$ cat src/rtl/line_input_pkg.sv
// Shared definitions for the stdin line-input path: FSM encoding and the
// default control-character codes.
package line_input_pkg;

  typedef enum logic {
    ST_COLLECT = 1'b0,
    ST_HOLD    = 1'b1
  } line_state_e;

  localparam logic [7:0] EOL_DEFAULT  = 8'd10;
  localparam logic [7:0] BKSP_DEFAULT = 8'd8;

endpackage

$ cat src/rtl/line_buf_ram.sv
// Line buffer: DEPTH x 8 storage with one write port and one registered
// read port. Only the read register is reset; the array keeps its contents.
module line_buf_ram #(
  parameter int DEPTH = 16,
  parameter int AW    = $clog2(DEPTH)
) (
  input  logic          clk,
  input  logic          rst,
  input  logic          we_i,
  input  logic [AW-1:0] waddr_i,
  input  logic [7:0]    wdata_i,
  input  logic          re_i,
  input  logic [AW-1:0] raddr_i,
  output logic [7:0]    rdata_o
);

  logic [7:0] mem_q [DEPTH];
  logic [7:0] rdata_q;

  // Character storage, written one entry per accepted character.
  always_ff @(posedge clk) begin
    if (we_i) mem_q[waddr_i] <= wdata_i;
  end

  // Registered read data; holds its last value when no read is issued.
  always_ff @(posedge clk or posedge rst) begin
    if (rst)       rdata_q <= '0;
    else if (re_i) rdata_q <= mem_q[raddr_i];
  end

  assign rdata_o = rdata_q;

endmodule

$ cat src/rtl/line_input_ctrl.sv
// Line-input controller: collects keyboard characters into a line buffer
// with backspace editing, then holds the finished line for a consumer to
// read character by character until it is acknowledged.
module line_input_ctrl
  import line_input_pkg::*;
#(
  parameter int         DEPTH = 16,
  parameter logic [7:0] EOL   = EOL_DEFAULT,
  parameter logic [7:0] BKSP  = BKSP_DEFAULT
) (
  input  logic                   clk,
  input  logic                   reset,
  input  logic                   ch_valid,
  input  logic [7:0]             ch_data,
  output logic                   ch_ready,
  output logic                   line_valid,
  output logic [$clog2(DEPTH):0] line_len,
  output logic                   overflow,
  input  logic                   rd_en,
  output logic                   rd_valid,
  output logic [7:0]             rd_data,
  input  logic                   line_ack,
  output logic [7:0]             line_count
);

  localparam int AW = $clog2(DEPTH);
  localparam int CW = AW + 1;
  localparam logic [CW-1:0] DEPTH_C = CW'(DEPTH);
  localparam logic [CW-1:0] ONE_C   = CW'(1);

  line_state_e   state_q, state_d;
  logic [CW-1:0] count_q, count_d;
  logic [CW-1:0] rd_ptr_q, rd_ptr_d;
  logic [CW-1:0] line_len_q, line_len_d;
  logic          overflow_q, overflow_d;
  logic [7:0]    line_count_q, line_count_d;
  logic          rd_valid_q;
  logic          wr_en;
  logic          rd_accept;

  // State and counter registers; reset abandons any held line at once.
  always_ff @(posedge clk or posedge reset) begin
    if (reset) begin
      state_q      <= ST_COLLECT;
      count_q      <= '0;
      rd_ptr_q     <= '0;
      line_len_q   <= '0;
      overflow_q   <= 1'b0;
      line_count_q <= '0;
      rd_valid_q   <= 1'b0;
    end else begin
      state_q      <= state_d;
      count_q      <= count_d;
      rd_ptr_q     <= rd_ptr_d;
      line_len_q   <= line_len_d;
      overflow_q   <= overflow_d;
      line_count_q <= line_count_d;
      rd_valid_q   <= rd_accept;
    end
  end

  // Next-state logic: character editing in COLLECT, reads and release in HOLD.
  always_comb begin
    state_d      = state_q;
    count_d      = count_q;
    rd_ptr_d     = rd_ptr_q;
    line_len_d   = line_len_q;
    overflow_d   = overflow_q;
    line_count_d = line_count_q;
    wr_en        = 1'b0;
    rd_accept    = 1'b0;
    case (state_q)
      ST_COLLECT: begin
        if (ch_valid) begin
          if (ch_data == EOL) begin
            line_len_d   = count_q;
            rd_ptr_d     = '0;
            line_count_d = line_count_q + 8'd1;
            state_d      = ST_HOLD;
          end else if (ch_data == BKSP) begin
            if (count_q != '0) count_d = count_q - ONE_C;
          end else if (count_q < DEPTH_C) begin
            wr_en   = 1'b1;
            count_d = count_q + ONE_C;
          end else begin
            overflow_d = 1'b1;
          end
        end
      end
      ST_HOLD: begin
        // A read issued alongside the release still completes.
        if (rd_en && (rd_ptr_q < line_len_q)) begin
          rd_accept = 1'b1;
          rd_ptr_d  = rd_ptr_q + ONE_C;
        end
        if (line_ack) begin
          state_d    = ST_COLLECT;
          count_d    = '0;
          rd_ptr_d   = '0;
          overflow_d = 1'b0;
        end
      end
      default: state_d = ST_COLLECT;
    endcase
  end

  line_buf_ram #(
    .DEPTH (DEPTH),
    .AW    (AW)
  ) u_buf (
    .clk     (clk),
    .rst     (reset),
    .we_i    (wr_en),
    .waddr_i (count_q[AW-1:0]),
    .wdata_i (ch_data),
    .re_i    (rd_accept),
    .raddr_i (rd_ptr_q[AW-1:0]),
    .rdata_o (rd_data)
  );

  assign ch_ready   = (state_q == ST_COLLECT);
  assign line_valid = (state_q == ST_HOLD);
  assign line_len   = line_len_q;
  assign overflow   = overflow_q;
  assign rd_valid   = rd_valid_q;
  assign line_count = line_count_q;

endmodule

$ cat config.mk
export PLATFORM = sky130hd
export DESIGN_NAME = line_input_ctrl
export DESIGN_NICKNAME = d
export VERILOG_FILES = /design/src/rtl/line_input_pkg.sv /design/src/rtl/line_buf_ram.sv /design/src/rtl/line_input_ctrl.sv
export SDC_FILE = /design/constraint.sdc
export NUM_CORES = 1
export LEC_CHECK = 0
export BUFFER_PORTS_ARGS = -buffer_cell sky130_fd_sc_hd__buf_4
export CAP_MARGIN = 20
export CORE_MARGIN = 5
export CORE_UTILIZATION = 55
export DETAILED_ROUTE_END_ITERATION = 10
export GPL_TIMING_DRIVEN = 1
export PLACE_DENSITY_LB_ADDON = 0.3
export SLEW_MARGIN = 20
export SYNTH_ARGS = -nofsm -noshare
export SYNTH_HDL_FRONTEND = slang
export SYNTH_HIERARCHICAL = 1
export SYNTH_SLANG_ARGS = --single-unit
$ cat constraint.sdc
create_clock -name clk -period 4.91 [get_ports clk]
set_clock_uncertainty 0.2 [all_clocks]
set_input_delay 0 -clock clk [delete_from_list [all_inputs] [get_ports clk]]
set_output_delay 0 -clock clk [all_outputs]
set_load 0.01 [all_outputs]
After elaboration in Yosys (flattened, before gate mapping)
Memories as Yosys holds them, arrays and structs flattened. A register that Yosys moved wholly into a read port is not among the register bits.
Index checks and enable logic that the tools add are counted.
{"block": "totals", "regBits": 26, "mem_bits_rw": 128, "in_bits": 13, "out_inout_bits": 25, "wordCells": 63, "mem_count": 1}
{"block": "op_classes", "add_sub_neg": 4, "n_lt_le_gt_ge": 2, "n_eq_ne": 11, "mux": 31, "n_bitwise": 1, "reduce_logical": 6}
{"memory": "u_buf.mem_q", "words": 16, "width": 8, "read_ports": 1, "rd_clocked_by_memory_dff": 1, "write_ports": 1, "line": "line_buf_ram.sv:17", "rtl": "logic [7:0] mem_q [DEPTH];"}
{"cell": "$mux 5", "count": 10}
{"cell": "$pmux 5 s2", "count": 2}
{"cell": "$mux 1", "count": 17}
{"cell": "$eq 8x4->1 const B", "count": 2}
{"cell": "$add 5x1->5 const B", "count": 2}
{"cell": "$ne 2x2->1 const B", "count": 5}
{"cell": "$reduce_and 5->1", "count": 2}
{"cell": "$add 8x1->8 const B", "count": 1}
{"cell": "$ne 3x2->1 const B", "count": 2}
{"cell": "$reduce_and 3->1", "count": 2}
{"cell": "$lt 5x5->1", "count": 1}
{"cell": "$lt 5x5->1 const B", "count": 1}
{"cell": "$reduce_bool 5->1", "count": 1}
{"cell": "$sub 5x1->5 const B", "count": 1}
{"cell": "$pmux 1 s2", "count": 2}
{"cell": "$ne 3x1->1 const B", "count": 1}
{"cell": "$ne 2x1->1 const B", "count": 1}
{"cell": "$logic_and 1x1->1", "count": 1}
{"cell": "$not 1->1", "count": 1}

Depth between registers and ports, before layout
Gate-level depths: netlist (run 1).
{"block": "logic_depth", "depth_word": 8, "mapped_depth": 10, "depth_no_buf": 9}

By module
The synthesis (run 1) kept the hierarchy.
{"mod": "line_buf_ram", "instances": 1, "cells_per_inst": 241, "area_each_um2": 5335.1}
{"mod": "line_input_ctrl", "instances": 1, "cells_per_inst": 152, "area_each_um2": 1468.9}

Worst setup path before layout (run 1)
OpenSTA, ideal clock, no wires.
{"block": "synth_timing", "kind": "register to register", "start": "register state_q, in the netlist line_valid", "end": "memory u_buf.mem_q[0][0], enable pin", "arrival_ns": 2.258, "required_ns": 4.327, "slack_ns": 2.069, "stages_incl_launch_ff": 7, "cell_sequence": "dfrtp_1 > clkbuf_1 > nor2b_1 > nand2_1 > a21oi_1 > or3b_2 > nor3_1"}
{"block": "synth_via", "elab_chain_len": 3}
{"element": "from (decl)", "line": "line_input_ctrl.sv:31", "rtl": "line_state_e state_q, state_d;"}
{"element": "from (signal assigned)", "line": "line_input_ctrl.sv:52", "rtl": "state_q <= state_d;"}
{"element": "$mux 1", "line": "line_input_ctrl.sv:72", "rtl": "case (state_q)"}
{"element": "via wr_en", "line": "line_input_ctrl.sv:38", "rtl": "logic wr_en;"}
{"element": "$mux 1", "line": "line_buf_ram.sv:22", "rtl": "if (we_i) mem_q[waddr_i] <= wdata_i;"}
{"element": "$mux 1 (implied by the code)", "line": "line_buf_ram.sv:22"}
{"element": "to (decl)", "line": "line_buf_ram.sv:17"}
The timed path passes the listed nets, and every way through them passes these cells.

Final worst setup path (run 1)
{"block": "layout_timing", "start": "input ch_data[3]", "end": "memory u_buf.mem_q[2][5], enable pin"}
{"block": "layout_via", "elab_chain_len": 7, "elab_cells_between_ends": 8, "cone_classes": "eq/ne: 2; mux: 6"}
{"element": "from (decl)", "line": "line_input_ctrl.sv:14", "rtl": "input logic [7:0] ch_data,"}
{"element": "$eq 8x4->1", "line": "line_input_ctrl.sv:80", "rtl": "end else if (ch_data == BKSP) begin"}
{"element": "$mux 1", "line": "line_input_ctrl.sv:80"}
{"element": "$mux 1 (*)", "line": "line_input_ctrl.sv:75", "rtl": "if (ch_data == EOL) begin"}
{"element": "$mux 1 (*)", "line": "line_input_ctrl.sv:74", "rtl": "if (ch_valid) begin"}
{"element": "$mux 1 (*)", "line": "line_input_ctrl.sv:72"}
{"element": "via wr_en", "line": "line_input_ctrl.sv:38"}
{"element": "$mux 1 (*)", "line": "line_buf_ram.sv:22"}
{"element": "$mux 1 (implied by the code) (*)", "line": "line_buf_ram.sv:22"}
The timed path passes the listed nets; every way through them passes the cells marked *.

==> impl_metrics.csv, run 1 <==
group,metric,value,unit
status,outcome,"complete, no violations",
synthesis,netlist_top_cells_area,"edfxtp_1, dfrtp_1, mux4_2",
synthesis,synth_enable_flop_cells,128,
layout,diodes,0,
sta,timing.slew.headroom,0.249,
route,initialDrtViolationCount,379,
layout,areaGrowthSynthToFinish,16.9,%
floorplan,io-pin-count,38,
floorplan,chipWidth,121,um
setup_path,critical_path_sink_type,"flop",
synthesis,synth-seq-area-share,0.690,
setup_path,element_type_at_the_critical_path_start,"primary input",
synthesis,synth_largest_type_area_fraction,0.565,
setup_path,cpMaxStageDelayCell,"nor2_1",
synthesis,mappedNetlistArea,6800,um2
clocking,clock_tree_from_tritoncts,"yes",
synthesis,synth.avg_cell_area,17.3,um2
synthesis,ys_types,48,
synthesis,nets_in_the_synthesized_netlist,415,
route,post_drt_wl_per_cell,22.6,um
setup_path,critPathKind,"primary input to flop",
setup_path,cp_max_fo,18,
sta,worst_slew_pin_slew,1.12,ns
route,count_of_unresolved_drc_violations_after_routing,0,
synthesis,asyncSetResetFlopFracSynth,0.210,
route,vias,3856,
clocking,clkLatencyLatePin,0.42,ns
route,drt-pass1-iter-count,5,
flow_run,cap_viol_max_count,0,
sta,final_setup_violation_count,0,
synthesis,synth_largest_area_cell,"edfxtp_1",
placed_design,place.gp.congestion,0.830,
route,detail_route.wirelength,14300,um
floorplan,floorplan.die.height,121,um
layout,drive_above_1_share,0.260,
sta,totalNegativeSetupSlack,0,ns
synthesis,synthFlopType,"edfxtp_1",
clocking,cts_sink_cnt,162,
min_path,min_path_type,"primary input to flop",
synthesis,synth_warnings,6,
route,route.antenna.remaining_nets,0,
placed_design,detailedPlacementHpwl,9160,um
floorplan,design.die.area,14700,um2
floorplan,initial_utilization,0.564,
global_route,grt_util_all_layers,0.214,
clocking,cts_buffers,17,
global_route,first_global_vias,4017,
placed_design,preCtsSetupSlack,1.69,ns
setup_path,timing.critical_path.slowest_cell_delay,0.77,ns
sta,layout_min_cycle_time,3.17,ns
setup_path,worst-endpoint-arrival,3.01,ns
global_route,overflow,0,
clocking,ctsRootBufferMaster,"clkbuf_16",
synthesis,synth.top_cells.by_count,"edfxtp_1, dfrtp_1, mux4_2, nand2_1, nor2_1",
setup_path,critical_path_required,4.75,ns
sta,finalHoldViolCount,0,
sta,fmax,315,MHz
clocking,cts_max_level,4,
clocking,cts_resized,0,
floorplan,fp-row-count,40,
sta,grt_setup_unrepaired,"no",
global_route,grt_antenna_before_repair,0,
placed_design,port-buffer-count,37,
power,power.static_leakage,0.00287,uW
synthesis,synthesis.instances,393,
sta,timing.final.max_slew_violations,0,
setup_path,cell_repeated_most_along_the_worst_path,"or3b_2",
power,power.density,416,nW/um2
global_route,grt_pass1_wl,22900,um
synthesis,synth.ff_latch_count,162,
power,power.ir.vdd_worst,0.000279,V
setup_path,cp_cell_sequence,"dlygate4sd3_1, buf_4, or3b_2, nor3_4, inv_1, ha_1, nand2_1, a21oi_1, or3b_2, nor2_1",
layout,num-nets-final,475,
synthesis,most_frequent_cell_after_synthesis,"edfxtp_1",
route,via_per_inst,6.08,
clocking,clock_tree.buffer_depth,2,
global_route,grt_max_degree,36,
floorplan,placeableCoreArea,12100,um2
clocking,post_cts_clock_slew_at_the_launch_and_capture_registers_of_the_worst_setup_and_hold_paths,0.06,ns
sta,setup_ws,1.74,ns
sta,fin_crit_sh,0.646,
-- layer usage --
layer	track usage	wire, um	part of all wire	up-vias
met2	0.327	6860	0.48	174
met4	0.105	449	0.031	0
met1	0.293	6030	0.42	1981
li1	-	-	-	1671
met3	0.0480	1000	0.070	30
met5	0	0	0	-
-- worst max-delay path, delay by kind of cell --
kind | cells | cell delay (ns)
compound gates | 1 | 0.26
fa+ha+maj | 1 | 0.13
buf+inv | 3 | 0.82
simple gates | 5 | 1.79
-- cell type report --
type | instances | area [um2]
inverters | 14 | 52.6
clock inverters | 14 | 139
repair buffers | 59 | 508
well taps | 168 | 210
flip-flops and latches | 162 | 4700
clock buffers | 18 | 429
multi-input cells | 199 | 1920
fillers | 816 | 4110
-- cell families (layout without fill, tap and decap cells) --
kind of cell,Yosys count,in the layout,synth area share
mux,46,46,0.130
buf+inv,32,105,0.0305
flops,162,162,0.690
xor+xnor,13,13,0.0167
compound gates,41,41,0.0502
simple gates,90,90,0.0662
fa+ha+maj,9,9,0.0166
-- placed cells by master, fill, tap and decap left out, drive strengths merged, types with 3 or more instances in the layout --
cell,n
a21oi,6
a221oi,8
a31oi,3
buf,44
clkbuf,18
clkinv,9
dfrtp,34
dlygate4sd3,15
edfxtp,128
ha,9
inv,16
mux2i,14
mux4,32
nand2,26
nand2b,5
nand3,5
nand4,5
nor2,27
nor3,5
nor4,3
o21ai,8
o22ai,9
xnor2,8
xor2,5
-- where the power goes --
group | switching, uW | internal [uW]
Clock | 513 | 745
Sequential | 87.5 | 1590
Combinational | 222 | 152
-- path summary, 6_finish.rpt --
kind	slack, ns	endpoint	cells after the start	start
min in group asynchronous	0.48	line_len[4]	4	reset
setup / recovery	1.74	u_buf/mem_q[2][5]	10	ch_data[3]
setup reg to reg	1.79	u_buf/mem_q[2][5]	5	line_valid
max in group asynchronous	3.21	u_buf/rdata_o[3]	5	reset
hold / removal	0.24	u_buf/mem_q[10][6]	2	ch_data[6]
hold reg to reg	0.28	line_count[7]	1	line_count[7]
-- state kept, by name, summed over array words and instances (netlist names) --
| register | cells |
|---|---|
| count_q | 5 |
| u_buf/mem_q | 128 |
| overflow | 1 |
| line_count | 8 |
| rd_ptr_q | 5 |
| line_len | 5 |
| u_buf/rdata_o | 8 |
| rd_valid | 1 |
| line_valid | 1 |
-- what timing repair did --
item / CTS / global route
hold buffers: 14 / 1
setup buffers: 0 / 0
hold endpoints to repair: 174 / 7
-- through the flow --
stage	hold slack, ns	area (um2)	std cells	total power, uW	util
6_report	0.245	7950	634	3310	0.659
5_1_grt	0.265	7950	634	3440	0.659
4_1_cts	0.206	7890	630	3320	0.654
3_5_place_dp	-0.178	7180	584	2060	0.595
3_3_place_gp	-0.190	7180	584	2030	0.595
2_1_floorplan	-0.384	6800	393	1910	-
No activity file was read; power rests on OpenSTA's default activity.
==> run 2: changes to the inputs <==
==> constraint.sdc (replaced) <==
create_clock -name clk -period 3.3 [get_ports clk]
set_clock_uncertainty 0.2 [all_clocks]
set_input_delay 0 -clock clk [delete_from_list [all_inputs] [get_ports clk]]
set_output_delay 0 -clock clk [all_outputs]
set_load 0.01 [all_outputs]
==> run 2 against run 1 <==
Net effect: sequential power rose by 48%; critical path depth stayed put; first-iteration DRC count fell by 23%; core utilization up 1.5 points; total power up 51%; die area unchanged; critical path type unchanged; flip-flop and latch count unchanged; clock power up 54%; worst setup slack worse by 1.5 ns; register-to-register slack worse by 1.3 ns; wire length is 2.4% higher; hold slack got worse by 0.0027 ns.
==> impl_metrics.csv, run 2 (synthesized netlist as in run 1, its figures left out) <==
group,metric,value,unit
global_route,overflow,0,
sta,timing.final.max_slew_violations,0,
placed_design,detailedPlacementHpwl,9390,um
min_path,min-delay-start,"ch_data[7]",
route,post_drt_wl_per_cell,22.4,um
global_route,grt_max_degree,36,
setup_path,critical_path.startpoint,"ch_data[3]",
setup_path,rr_startpoint,"count_q[4]",
layout,seqCellArea,4700,um2
floorplan,floorplan.die.height,121,um
layout,layout_commonest_cell,"edfxtp_1",
route,vias,3801,
global_route,grt_util_all_layers,0.216,
route,via_per_inst,5.79,
floorplan,io-pin-count,38,
placed_design,port-buffer-count,37,
setup_path,cp_max_fo,18,
clocking,post-cts-setup-buffer-count,0,
sta,layout_min_cycle_time,3.07,ns
layout,multi_input_comb_area,1900,um2
power,power.ir.vdd_worst,0.000413,V
global_route,grt_antenna_before_repair,0,
layout,nFillCells,789,
layout,num-nets-final,499,
setup_path,critical_path_required,3.14,ns
clocking,cts_sink_cnt,162,
setup_path,cell_repeated_most_along_the_worst_path,"or3b_2",
placed_design,detailed_place.area,7360,um2
route,count_of_unresolved_drc_violations_after_routing,0,
placed_design,place.gp.congestion,0.916,
floorplan,initial_utilization,0.564,
setup_path,element_type_at_the_critical_path_start,"primary input",
layout,largest_reg_flops,128,
clocking,post_cts_clock_slew_at_the_launch_and_capture_registers_of_the_worst_setup_and_hold_paths,0.06,ns
min_path,min_path_type,"primary input to flop",
floorplan,design.die.area,14700,um2
sta,worst_slew_pin_slew,0.925,ns
global_route,first_global_vias,3922,
clocking,cts_buffers,17,
route,drt-pass1-iter-count,5,
setup_path,critical_path_sink_type,"flop",
floorplan,chipWidth,121,um
global_route,grt_pass1_wl,22900,um
layout,areaGrowthSynthToFinish,19.5,%
clocking,cts_max_level,4,
layout,drive_above_1_share,0.280,
setup_path,cpMaxStageDelayCell,"nor2_1",
sta,totalNegativeSetupSlack,0,ns
route,route.antenna.remaining_nets,0,
route,initialDrtViolationCount,293,
sta,grt_setup_unrepaired,"no",
sta,finalHoldViolCount,0,
clocking,clock_tree_from_tritoncts,"yes",
sta,fin_crit_sh,0.930,
clocking,clkLatencyLatePin,0.42,ns
setup_path,cp_cell_sequence,"dlygate4sd3_1, buf_4, or3b_2, nor3_4, inv_1, ha_1, nand2_1, a21oi_1, or3b_2, nor2_1",
floorplan,fp-row-count,40,
sta,timing.slew.headroom,0.379,
setup_path,timing.critical_path.slowest_cell_delay,0.69,ns
layout,final_design_area_no_fill,8130,um2
setup_path,critPathKind,"primary input to flop",
status,outcome,"complete, no violations",
clocking,clock_tree.buffer_depth,2,
layout,diodes,0,
sta,fmax,326,MHz
route,detail_route.wirelength,14700,um
sta,final_setup_violation_count,0,
power,power.density,616,nW/um2
flow_run,cap_viol_max_count,0,
clocking,ctsRootBufferMaster,"clkbuf_16",
setup_path,worst-endpoint-arrival,2.91,ns
layout,layout_common_cells,"edfxtp_1, buf_4, dfrtp_1",
floorplan,placeableCoreArea,12100,um2
layout,reg_with_most_ffs,"u_buf/mem_q",
power,power.static_leakage,0.00299,uW
[run 2: changes by cell type in the layout (fill, tap and decap cells not counted), moves of 2 or more]
| cell | previous run | this run |
|---|---|---|
| nor3_2 | 3 | 0 |
| clkinv_4 | 3 | 0 |
| nor3_1 | 1 | 4 |
| inv_6 | 2 | 0 |
| clkbuf_8 | 0 | 3 |
| buf_4 | 41 | 66 |
| buf_6 | 2 | 0 |
| clkinv_2 | 4 | 1 |
| clkbuf_1 | 1 | 5 |
[run 2: repair_timing]
action | 4_1_cts | 5_1_grt
hold endpoints to repair | 174 | 7
resized for setup | 0 | 1
endpoints found under the setup margin | 0 | 8
hold buffers | 15 | 1
[run 2: stage by stage]
stage                     utilization  hold WS, ns  worst slack [ns]  power (uW)  instances
after floorplan                     -       -0.384             0.459        2840        393
after global placement          0.610       -0.174             0.363        3060        609
after detailed placement        0.610       -0.157             0.270        3070        609
after CTS                       0.671        0.199             0.115        5020        655
after global routing            0.674        0.261             0.104        5210        657
final                           0.674        0.242             0.231        5010        657
[run 2: worst paths after layout]
kind                                      to  slack [ns]  depth (start not counted)
setup / recovery           u_buf/mem_q[3][4]        0.23                         10
hold / removal             u_buf/mem_q[6][7]        0.24                          2
setup reg to reg           u_buf/mem_q[3][4]        0.54                          6
hold reg to reg                line_count[7]        0.27                          1
max in group asynchronous   u_buf/rdata_o[4]        1.51                          5
min in group asynchronous        line_len[2]        0.43                          4
[run 2: power by group]
part	total [uW]	switching [uW]	internal [uW]
clock network	1940	704	1240
logic	581	332	249
registers	2490	120	2370
total	5010	1160	3850
[run 2: area by class of cell]
type / instances / share of cell area
Multi-Input combinational cell: 199 / 0.234
Clock buffer: 25 / 0.0597
Sequential cell: 162 / 0.577
Tap cell: 168 / 0.0258
Timing Repair Buffer: 83 / 0.0840
Inverter: 14 / 0.00646
Clock inverter: 6 / 0.0126
[run 2: routing by layer]
layer | part of all wire | global-route usage | vias up
met3 | 0.083 | 0.0559 | 27
met5 | 0 | 0 | -
li1 | - | - | 1710
met1 | 0.41 | 0.299 | 1898
met2 | 0.48 | 0.336 | 166
met4 | 0.021 | 0.0791 | 0
[run 2: worst max-delay path: cells and delay by family]
| kind | cells | cell delay, ns |
|---|---|---|
| simple gates | 5 | 1.71 |
| fa+ha+maj | 1 | 0.13 |
| buf+inv | 3 | 0.81 |
| compound gates | 1 | 0.25 |
==> run 3: changes to the inputs <==
--- a/config.mk
+++ b/config.mk
@@ -8,7 +8,7 @@
 export BUFFER_PORTS_ARGS = -buffer_cell sky130_fd_sc_hd__buf_4
 export CAP_MARGIN = 20
 export CORE_MARGIN = 5
-export CORE_UTILIZATION = 55
+export CORE_UTILIZATION = 45
 export DETAILED_ROUTE_END_ITERATION = 10
 export GPL_TIMING_DRIVEN = 1
 export PLACE_DENSITY_LB_ADDON = 0.3
==> run 3 against run 2 <==
Net effect: register-to-register slack better by 0.03 ns; combinational power down 1%; via count up 0.29%; sequential share of layout area up 0.14 points.
==> impl_metrics.csv, run 3 (synthesized netlist as in run 1, its figures left out) <==
group,metric,value,unit
floorplan,initial_utilization,0.453,
sta,finalHoldViolCount,0,
status,outcome,"complete, no violations",
setup_path,cpMaxStageDelayCell,"nor2_1",
setup_path,rr_startpoint,"count_q[4]",
sta,fmax,328,MHz
clocking,cts_sink_cnt,162,
min_path,min_path_type,"primary input to async pin",
layout,reg_with_most_ffs,"u_buf/mem_q",
sta,worst_slew_pin_slew,0.886,ns
setup_path,cp_cell_sequence,"dlygate4sd3_1, buf_4, or3b_2, nor3_4, inv_1, ha_1, nand2_1, a21oi_1, or3b_2, nor2_1",
sta,final.hold.worst_slack,0.0323,ns
sta,totalNegativeSetupSlack,0,ns
power,power.share.clock,0.397,
sta,layout_min_cycle_time,3.05,ns
clocking,ctsRootBufferMaster,"clkbuf_16",
route,detail_route.wirelength,15100,um
clocking,clock_tree.buffer_depth,2,
route,count_of_unresolved_drc_violations_after_routing,0,
layout,drive_above_1_share,0.293,
setup_path,cell_repeated_most_along_the_worst_path,"or3b_2",
power,power.static_leakage,0.00297,uW
setup_path,critPathKind,"primary input to flop",
power,power.ir.vdd_worst,0.000345,V
sta,grt_setup_unrepaired,"no",
sta,final_setup_violation_count,0,
power,power.share.switching,0.249,
placed_design,place.gp.congestion,0.844,
clocking,clkLatencyLatePin,0.43,ns
layout,diodes,0,
power,power.density,624,nW/um2
floorplan,io-pin-count,38,
sta,timing.final.max_slew_violations,0,
floorplan,chipWidth,133,um
floorplan,design.die.area,17700,um2
sta,fin_crit_sh,0.923,
power,share_seq_of_total_power,0.490,
route,post_drt_wl_per_cell,22.4,um
route,drt-pass1-iter-count,5,
clocking,clock_tree_from_tritoncts,"yes",
global_route,first_global_vias,3982,
sta,timing.slew.headroom,0.407,
setup_path,cp_max_fo,18,
layout,largest_reg_flops,128,
power,p_int,3800,uW
placed_design,detailedPlacementHpwl,9950,um
route,via_per_inst,5.66,
setup_path,worst-endpoint-arrival,2.89,ns
route,vias,3812,
floorplan,placeableCoreArea,15000,um2
layout,layout_common_cells,"edfxtp_1, buf_4, dfrtp_1",
floorplan,floorplan.die.height,133,um
flow_run,cap_viol_max_count,0,
placed_design,port-buffer-count,37,
setup_path,timing.critical_path.slowest_cell_delay,0.69,ns
route,initialDrtViolationCount,286,
floorplan,fp-row-count,45,
layout,utilization,0.540,
global_route,grt_util_all_layers,0.182,
layout,layout_commonest_cell,"edfxtp_1",
layout,areaGrowthSynthToFinish,19.2,%
layout,num-nets-final,494,
global_route,grt_pass1_wl,23700,um
global_route,grt_antenna_before_repair,0,
setup_path,critical_path_required,3.15,ns
setup_path,critical_path.startpoint,"ch_data[3]",
global_route,grt_max_degree,36,
power,comb_power_share,0.113,
clocking,cts_buffers,17,
setup_path,element_type_at_the_critical_path_start,"primary input",
clocking,cts_max_level,4,
route,route.antenna.remaining_nets,0,
setup_path,critical_path_sink_type,"flop",
power,net-switching-power,1260,uW
clocking,post_cts_clock_slew_at_the_launch_and_capture_registers_of_the_worst_setup_and_hold_paths,0.07,ns
global_route,overflow,0,
## run 3: path summary, 6_finish.rpt
path,depth (start not counted),slack (ns),to
hold reg to reg,1,0.30,line_count[7]
min in group clk,3,0.13,overflow
hold / removal,3,0.03,line_len[4]
setup reg to reg,6,0.57,u_buf/mem_q[2][1]
max in group asynchronous,4,2.19,u_buf/rdata_o[5]
setup / recovery,10,0.25,u_buf/mem_q[2][1]
## run 3: final cells by class
class / instances / area (um2)
well taps: 188 / 235
flip-flops and latches: 162 / 4690
clock buffers: 17 / 425
repair buffers: 78 / 618
multi-input cells: 199 / 1900
clock inverters: 15 / 184
fillers: 1197 / 6920
inverters: 14 / 52.6
## run 3: what timing repair did
item,in CTS,in global routing
hold buffers,13,0
buffers inserted,0,0
hold endpoints to repair,174,0
gates resized for setup,0,0
setup endpoints to repair,0,0
## run 3: routing by layer
layer / track usage / up-vias / wire length (um)
met5: 0 / - / 0
met1: 0.249 / 1946 / 6380
met2: 0.277 / 148 / 7250
met3: 0.0551 / 17 / 1220
met4: 0.0652 / 0 / 252
li1: - / 1701 / -
## run 3: power by group through the flow
stage,clock network (uW),registers (uW),logic [uW]
finish,2010,2480,574
CTS,2050,2480,576
global placement,0,2510,555
detailed placement,0,2520,561
global route,2140,2500,631
floorplan,0,2490,354
## run 3: through the flow
stage / instance area (um2) / total power, uW / std cells / setup WS, ns
2_1_floorplan: 6800 / 2840 / 393 / 0.459
3_5_place_dp: 7370 / 3080 / 628 / 0.361
4_1_cts: 8110 / 5100 / 673 / 0.273
6_report: 8110 / 5060 / 673 / 0.253
3_3_place_gp: 7370 / 3070 / 628 / 0.429
5_1_grt: 8110 / 5270 / 673 / 0.105
## run 3: critical path, delay by kind of cell
family,cells,cell delay (ns)
AND/OR/NAND/NOR,5,1.72
buffers and inverters,3,0.78
AO/OA/AOI/OAI,1,0.24
adder cells (fa/ha/maj),1,0.13
